### src/rtl/rf_pkg.sv
// Shared constants and helpers for the scoreboarded register file.
// Sizes here are defaults only; instances override them through parameters.
package rf_pkg;

  localparam int RF_DATA_W = 16;
  localparam int RF_ADDR_W = 2;

  // Register count for a given index width. Every index value is a real register.
  function automatic int rf_depth(input int addr_w);
    return 1 << addr_w;
  endfunction

endpackage

### src/rtl/rf_busy_table.sv
// Busy bit per register: issue sets it, writeback clears it.
// A same-edge issue beats a writeback, because the newer producer is still in flight.
module rf_busy_table
  import rf_pkg::*;
#(
  parameter int ADDR_W   = RF_ADDR_W,
  parameter int ZERO_REG = 0,
  localparam int DEPTH   = rf_depth(ADDR_W)
) (
  input  logic              Clock,
  input  logic              Reset,
  input  logic              IssueValid,
  input  logic [ADDR_W-1:0] IssueRD,
  input  logic              RegWrite,
  input  logic [ADDR_W-1:0] RD,
  output logic [DEPTH-1:0]  BusyMask
);

  logic [DEPTH-1:0] r_busy;
  logic [DEPTH-1:0] w_issueDec;
  logic [DEPTH-1:0] w_writeDec;
  logic [DEPTH-1:0] w_busyNext;

  // Clear on writeback first, then set on issue, so issue has priority.
  always_comb begin
    w_issueDec = IssueValid ? (DEPTH'(1) << IssueRD) : '0;
    w_writeDec = RegWrite   ? (DEPTH'(1) << RD)      : '0;
    w_busyNext = (r_busy & ~w_writeDec) | w_issueDec;
    if (ZERO_REG != 0) begin
      w_busyNext[0] = 1'b0;
    end
  end

  always_ff @(posedge Clock or posedge Reset) begin
    if (Reset) begin
      r_busy <= '0;
    end else begin
      r_busy <= w_busyNext;
    end
  end

  assign BusyMask = r_busy;

endmodule

### src/rtl/regfile_scoreboard.sv
// Parametrised register file with optional hardwired R0, write-to-read bypass,
// and a per-register busy scoreboard that decode uses to stall on pending sources.
module regfile_scoreboard
  import rf_pkg::*;
#(
  parameter int DATA_W   = RF_DATA_W,
  parameter int ADDR_W   = RF_ADDR_W,
  parameter int ZERO_REG = 0,
  parameter int BYPASS   = 1,
  localparam int DEPTH   = rf_depth(ADDR_W)
) (
  input  logic              Clock,
  input  logic              Reset,
  input  logic [ADDR_W-1:0] RS,
  input  logic [ADDR_W-1:0] RT,
  output logic [DATA_W-1:0] ReadRS,
  output logic [DATA_W-1:0] ReadRT,
  input  logic [ADDR_W-1:0] RD,
  input  logic [DATA_W-1:0] WriteData,
  input  logic              RegWrite,
  input  logic              IssueValid,
  input  logic [ADDR_W-1:0] IssueRD,
  output logic              BusyRS,
  output logic              BusyRT,
  output logic [DEPTH-1:0]  BusyMask
);

  logic [DATA_W-1:0] r_regs [DEPTH];
  logic [DEPTH-1:0]  w_busyMask;
  logic              w_writeEn;
  logic [DATA_W-1:0] w_readRs;
  logic [DATA_W-1:0] w_readRt;
  logic              w_busyRs;
  logic              w_busyRt;

  assign w_writeEn = RegWrite && !((ZERO_REG != 0) && (RD == '0));

  always_ff @(posedge Clock or posedge Reset) begin
    if (Reset) begin
      for (int i = 0; i < DEPTH; i++) begin
        r_regs[i] <= '0;
      end
    end else if (w_writeEn) begin
      r_regs[RD] <= WriteData;
    end
  end

  rf_busy_table #(
    .ADDR_W   (ADDR_W),
    .ZERO_REG (ZERO_REG)
  ) u_busyTable (
    .Clock      (Clock),
    .Reset      (Reset),
    .IssueValid (IssueValid),
    .IssueRD    (IssueRD),
    .RegWrite   (RegWrite),
    .RD         (RD),
    .BusyMask   (w_busyMask)
  );

  // A forwarded write also hides the busy bit, since the value is already here.
  always_comb begin
    w_readRs = r_regs[RS];
    w_busyRs = w_busyMask[RS];
    if ((BYPASS != 0) && RegWrite && (RD == RS)) begin
      w_readRs = WriteData;
      w_busyRs = 1'b0;
    end
    if ((ZERO_REG != 0) && (RS == '0)) begin
      w_readRs = '0;
    end

    w_readRt = r_regs[RT];
    w_busyRt = w_busyMask[RT];
    if ((BYPASS != 0) && RegWrite && (RD == RT)) begin
      w_readRt = WriteData;
      w_busyRt = 1'b0;
    end
    if ((ZERO_REG != 0) && (RT == '0)) begin
      w_readRt = '0;
    end
  end

  // Reset also masks the bypass path so nothing leaks out while it is held.
  assign ReadRS   = Reset ? '0 : w_readRs;
  assign ReadRT   = Reset ? '0 : w_readRt;
  assign BusyRS   = Reset ? 1'b0 : w_busyRs;
  assign BusyRT   = Reset ? 1'b0 : w_busyRt;
  assign BusyMask = Reset ? '0 : w_busyMask;

endmodule

### config.mk
export PLATFORM = sky130hd
export DESIGN_NAME = regfile_scoreboard
export DESIGN_NICKNAME = d
export VERILOG_FILES = /design/src/rtl/rf_pkg.sv /design/src/rtl/rf_busy_table.sv /design/src/rtl/regfile_scoreboard.sv
export SDC_FILE = /design/constraint.sdc
export NUM_CORES = 1
export LEC_CHECK = 0
export CAP_MARGIN = 20
export CORE_ASPECT_RATIO = 1.5
export CORE_MARGIN = 5
export CORE_UTILIZATION = 50
export DETAILED_ROUTE_END_ITERATION = 16
export MAX_ROUTING_LAYER = met4
export PLACE_DENSITY = 0.87
export SLEW_MARGIN = 20
export SYNTH_ARGS = -nofsm -noshare
export SYNTH_HDL_FRONTEND = slang
export SYNTH_SLANG_ARGS = --single-unit
### constraint.sdc
create_clock -name Clock -period 4 [get_ports Clock]
set_clock_uncertainty 0.2 [all_clocks]
set_input_delay 0.8 -clock Clock [delete_from_list [all_inputs] [get_ports Clock]]
set_output_delay 0.8 -clock Clock [all_outputs]
set_load 0.02 [all_outputs]
==> results of run 1 <==
layout make-up:
class	instances	share of cell area (%)
timing repair buffer	88	16.0
sequential	68	30.7
inverter	5	0.384
clock buffer	12	4.63
multi-input combinational	217	45.2
tap	110	2.48
clock inverter	2	0.632
worst max-delay path by stage:
stage / start / end / slack [ns] / depth (start not counted)
after floorplan: Reset / BusyRS / 0.06 / 3
after detailed placement: RD[1] / ReadRT[8] / -0.13 / 5
after global routing: RT[1] / ReadRT[1] / 0.002 / 7
after CTS: RT[1] / ReadRT[14] / 0.01 / 7
after global placement: RD[0] / ReadRT[4] / -0.1 / 5
final: RT[1] / ReadRT[5] / 0.07 / 7
stage by stage:
step,power (mW),util [%]
final,2.46,63.5
after global routing,2.56,63.5
after CTS,2.46,63.2
after detailed placement,1.67,59.4
after global placement,1.64,59.4
after floorplan,1.40,-
power groups by stage:
| stage | Combinational, mW | Clock [mW] | Sequential [mW] |
|---|---|---|---|
| final | 0.768 | 0.779 | 0.909 |
| after global routing | 0.817 | 0.814 | 0.925 |
| after CTS | 0.766 | 0.792 | 0.906 |
| after detailed placement | 0.757 | 0 | 0.917 |
| after global placement | 0.737 | 0 | 0.898 |
| after floorplan | 0.518 | 0 | 0.884 |
logic make-up (layout without fill, tap and decap cells):
kind of cell / count (synthesis) / after routing / synth area share (%)
muxes: 98 / 98 / 34.9
buffers and inverters: 38 / 107 / 6.13
xor gates and xnor gates: 8 / 8 / 3.45
AOI/OAI and AO/OA: 70 / 70 / 10.5
DFF: 68 / 68 / 38.4
and+or+nand+nor: 41 / 41 / 6.61
registers in the layout (all words and copies together) (netlist names):
signal / flops
r_regs: 64
u_busyTable.BusyMask: 4
cell usage after synthesis (all sizes together):
master  count  area share [%]
a21oi      32             3.7
a32o        2            0.45
buf        26             5.1
clkbuf      7            0.59
dfrtp      68              38
inv         5            0.48
mux2       64              16
mux4       34              19
nand2       1           0.085
nand3       1            0.23
nand3b      2            0.90
nand4      32             4.5
nor2        1           0.085
nor2b       3            0.42
nor3        1            0.37
o311a       2            0.45
o31ai      33             5.7
o32ai       1            0.20
xnor2       4             1.5
xor2        4             2.0
what timing repair did:
action,in CTS,in global routing
pin swaps,0,0
setup endpoints to repair,32,15
endpoints found under the hold margin,0,0
gates resized for setup,15,9
layer usage:
metal  track usage, %  part of all wire, %  up-vias
met1             29.6                   38     1728
met3             4.54                  7.2       41
met4             11.2                  3.5        0
met2             36.3                   51      201
li1                 -                    -     1449
met5                -                    0        -
cell usage in the layout, fill, tap and decap left out, types with 2 or more instances in the layout:
| master | count |
|---|---|
| a21oi_1 | 31 |
| a32o_1 | 2 |
| buf_12 | 3 |
| buf_4 | 16 |
| buf_6 | 4 |
| clkbuf_16 | 9 |
| clkbuf_8 | 2 |
| clkdlybuf4s50_1 | 50 |
| dfrtp_1 | 68 |
| dlygate4sd2_1 | 7 |
| dlymetal6s2s_1 | 7 |
| inv_1 | 3 |
| mux2_1 | 13 |
| mux2_2 | 51 |
| mux4_1 | 16 |
| mux4_2 | 18 |
| nand3b_4 | 2 |
| nand4_1 | 32 |
| nor2b_1 | 3 |
| o311a_1 | 2 |
| o31ai_1 | 32 |
| xnor2_4 | 4 |
| xor2_2 | 2 |
| xor2_4 | 2 |
==> results.json, run 1 <==
{
  "status": "completed",
  "holdPathEnd": "r_regs[48]",
  "route.detailed.drc": 0,
  "antenna_cells": 0,
  "crit_arrival_ns": 2.93,
  "worstRegToRegCells": 1,
  "die_w_microns": 86.9,
  "cts_setup_buffers": 0,
  "hold_path_depth": 1,
  "setup_ws_ns": 0.0703,
  "ys_types": 29,
  "fmax_mhz": 254,
  "cts-root-buf": "clkbuf_16",
  "min-delay-start": "r_regs[48]",
  "hold_slack_ns": 0.297,
  "clk_pin_slew_worst_paths_ns": 0.05,
  "swShare_pct": 29.3,
  "core_area_sq_um": 8720,
  "powerDensity_nw_per_um2": 443,
  "seq_power_share_pct": 37.0,
  "rsz0062_at_grt": "false",
  "vias": 3419,
  "gr-usage-all-layers_pct": 23.5,
  "seq_area_sq_um": 1700,
  "hold_buffers": 0,
  "net-switching-power_uw": 718,
  "ant_nets": 0,
  "avgSynthCellArea_sq_um": 13.7,
  "start_kind": "primary input",
  "syn_inst": 323,
  "worstSkewPairLatency_ns": 0.33,
  "place_area_sq_um": 5180,
  "p_clk_share_pct": 31.7,
  "vdd_drop_max_mv": 0.463,
  "layout.cells.non_filler": 502,
  "cpMaxStageDelayCell": "clkdlybuf4s50_1",
  "ys_ff_latch": 68,
  "worst_pin_slew_ns": 0.622,
  "grt_pass1_vias": 3613,
  "cp.buffers_inverters": 4,
  "clockBufferDepth": 2,
  "cts.sinks": 68,
  "syn2layout_area_growth_pct": 25.0,
  "grt_pass1_wl_microns": 19000,
  "crit_chain": "clkdlybuf4s50_1 -> buf_6 -> buf_4 -> mux4_1 -> o31ai_1 -> a21oi_1 -> clkdlybuf4s50_1",
  "synth_seq_area_share_pct": 38.4,
  "path_class": "primary input to output pin",
  "place.port_buffers": 65,
  "min_path_type": "register to register",
  "dp_hpwl_microns": 7840,
  "timing.rr.end": "r_regs[18]",
  "drt_wl_total_microns": 12000,
  "multi_input_area_sq_um": 2500,
  "cap_violations": 0,
  "relSlewSlack_pct": 58.6,
  "hold_viol_final": 0,
  "wl_per_cell_microns": 23.9,
  "place_ws_ns": -0.126,
  "crit_path_max_fanout": 10,
  "n_fill_cell": 656,
  "vias_per_cell": 6.81,
  "period_minus_slack_ns": 3.93,
  "final-max-slew-violation-count": 0,
  "drt-initial-drc-count": 357,
  "drive_gt1_share_pct": 30.9,
  "htreeDepth": 3,
  "critPathTopFamily": "buffers and inverters",
  "syn-num-nets": 351,
  "synth_area_sq_um": 4430,
  "start_util_pct": 50.8,
  "reg2reg_from": "r_regs[18]",
  "overflow": 0,
  "synth_warnings": 0,
  "p_int_mw": 1.74,
  "cts-buffers-inserted": 9,
  "combPwrFrac_pct": 31.3,
  "layout.nets": 417,
  "antenna_found_initial": 0,
  "worst_path_largest_cell_delay_ns": 0.60,
  "worstSetupEndpointType": "output pin",
  "boundaryPins": 66,
  "place.gp.congestion": 0.862,
  "grt_start_max_net_pins": 49,
  "die_y_microns": 125,
  "finalInstanceArea_sq_um": 5540,
  "place_inst": 488,
  "die_area_sq_um": 10900,
  "setup_viol": 0,
  "critPathRequiredTime_ns": 3.00,
  "ff2ff_setup_slack_ns": 2.99,
  "p_leak_nw": 2.27,
  "fin_tns_setup_ns": 0,
  "num_rows": 42,
  "cts_tree": "done",
  "cpMostUsedCell": "clkdlybuf4s50_1",
  "drt_pass1_iterations": 5,
  "final.period_utilization_pct": 98.2
}
Power figures use the tool's default switching activity.
==> run 2, diff against run 1 <==
Settings changed: ABC_CLOCK_PERIOD_IN_PS from default to 4000, HOLD_SLACK_MARGIN from default to 0.1.
==> results of run 2 <==
No change in the layout: final DEF, timing and power equal those of run 1.
==> run 3, diff against run 2 <==
Settings changed: DONT_BUFFER_PORTS from default to 1, PLACE_DENSITY 0.87 to 0.77.
==> results.json, run 3 (synthesis results as in run 1) <==
{
  "drt_pass1_iterations": 6,
  "die_y_microns": 125,
  "clk_pin_slew_worst_paths_ns": 0.05,
  "final.period_utilization_pct": 79.7,
  "layout_commonest_cell": "dfrtp_1",
  "hold_slack_ns": 0.182,
  "path_class": "primary input to output pin",
  "ant_nets": 0,
  "fin_tns_setup_ns": 0,
  "boundaryPins": 66,
  "drive_gt1_share_pct": 33.7,
  "place.gp.congestion": 0.790,
  "place.port_buffers": 0,
  "crit_arrival_ns": 2.19,
  "place_area_sq_um": 4370,
  "gr-usage-all-layers_pct": 22.1,
  "core_area_sq_um": 8720,
  "vdd_drop_max_mv": 0.278,
  "drt-initial-drc-count": 245,
  "cts_setup_buffers": 0,
  "layout.cells.non_filler": 422,
  "worstSkewPairLatency_ns": 0.33,
  "reg2reg_from": "r_regs[21]",
  "wl_per_cell_microns": 26.6,
  "vias": 3076,
  "antenna_found_initial": 0,
  "drt_wl_total_microns": 11200,
  "worstSetupEndpointType": "output pin",
  "cts-root-buf": "clkbuf_16",
  "overflow": 0,
  "hold_viol_final": 0,
  "start_util_pct": 50.8,
  "clockBufferDepth": 2,
  "status": "completed",
  "start_kind": "primary input",
  "rsz0062_at_grt": "false",
  "relSlewSlack_pct": 41.3,
  "setup_viol": 0,
  "cap_violations": 0,
  "antenna_cells": 0,
  "period_minus_slack_ns": 3.19,
  "fmax_mhz": 314,
  "route.detailed.drc": 0,
  "place_inst": 407,
  "crit_path_max_fanout": 16,
  "powerDensity_nw_per_um2": 472,
  "htreeDepth": 3,
  "syn2layout_area_growth_pct": 4.74,
  "cts-buffers-inserted": 9,
  "grt_pass1_wl_microns": 17700,
  "cts_tree": "done",
  "largest_reg_flops": 64,
  "fin_util_pct": 53.2,
  "hold_buffers": 0,
  "regMostFlops": "r_regs",
  "die_area_sq_um": 10900,
  "final-max-slew-violation-count": 0,
  "critPathRequiredTime_ns": 3.00,
  "layout.nets": 336,
  "num_rows": 42,
  "dp_hpwl_microns": 7390,
  "startpoint": "RD[0]",
  "worst_pin_slew_ns": 0.876,
  "grt_pass1_vias": 3231,
  "finalInstanceArea_sq_um": 4640,
  "cts.sinks": 68,
  "final_cell_mix": "68 x dfrtp_1, 51 x mux2_2, 32 x o31ai_1, 32 x nand4_1, 31 x a21oi_1",
  "vias_per_cell": 7.29,
  "grt_start_max_net_pins": 38,
  "die_w_microns": 86.9,
  "min_path_type": "primary input to asynchronous set/reset pin",
  "cts_resized": 0,
  "p_leak_nw": 1.80
}
[run 3: changes by cell type in the layout (fill, tap and decap cells not counted), sizes merged]
cell           previous run  this run
bufinv                    1         0
clkinv                    1         2
dlymetal6s2s              7         0
clkbuf                   12        13
clkdlybuf4s50            50         0
dlygate4sd2               7         0
buf                      23         7
clkdlybuf4s15             1         0
[run 3: layout make-up]
cell class                      instances  area, sq um
Fill cell                             734         4080
Multi-Input combinational cell        217         2460
Sequential cell                        68         1700
Inverter                                5         21.3
Tap cell                              110          138
Clock inverter                          2         10.0
Timing Repair Buffer                    7         52.6
Clock buffer                           13          260
[run 3: path summary, 6_finish.rpt]
path | end | slack [ns] | cells past startpoint
worst max-delay path | ReadRT[4] | 0.81 | 3
worst min-delay path | r_regs[18] | 0.18 | 1
worst max register to register | r_regs[21] | 2.99 | 1
worst min register to register | r_regs[52] | 0.30 | 1
max in group asynchronous | r_regs[14] | 2.70 | 2
min in group Clock | r_regs[52] | 0.30 | 1
[run 3: per-stage QoR]
| step | worst slack [ns] | power (mW) |
|---|---|---|
| floorplan | 0.0581 | 1.40 |
| global placement | 0.911 | 1.44 |
| detailed placement | 0.866 | 1.47 |
| CTS | 0.860 | 2.20 |
| global route | 0.745 | 2.29 |
| finish | 0.814 | 2.19 |
[run 3: power by group]
group	switching, mW	leakage [nW]	total [mW]	internal [mW]
sequential	0.0922	0.803	0.911	0.819
combinational	0.276	0.861	0.559	0.283
clock	0.273	0.135	0.721	0.447
[run 3: per-layer routing]
layer  routed length, microns  vias to the layer above  global-route usage (%)
met5                        0                        -                       -
met1                     3920                     1588                    24.2
met2                     5970                      176                    36.7
li1                         -                     1288                       -
met3                     1100                       24                    7.44
met4                      246                        0                    8.44
[run 3: worst max-delay path, cell delays in order]
cell and delay [ns]:
xnor2_2 0.68, nand4_1 0.19, a21oi_1 0.51
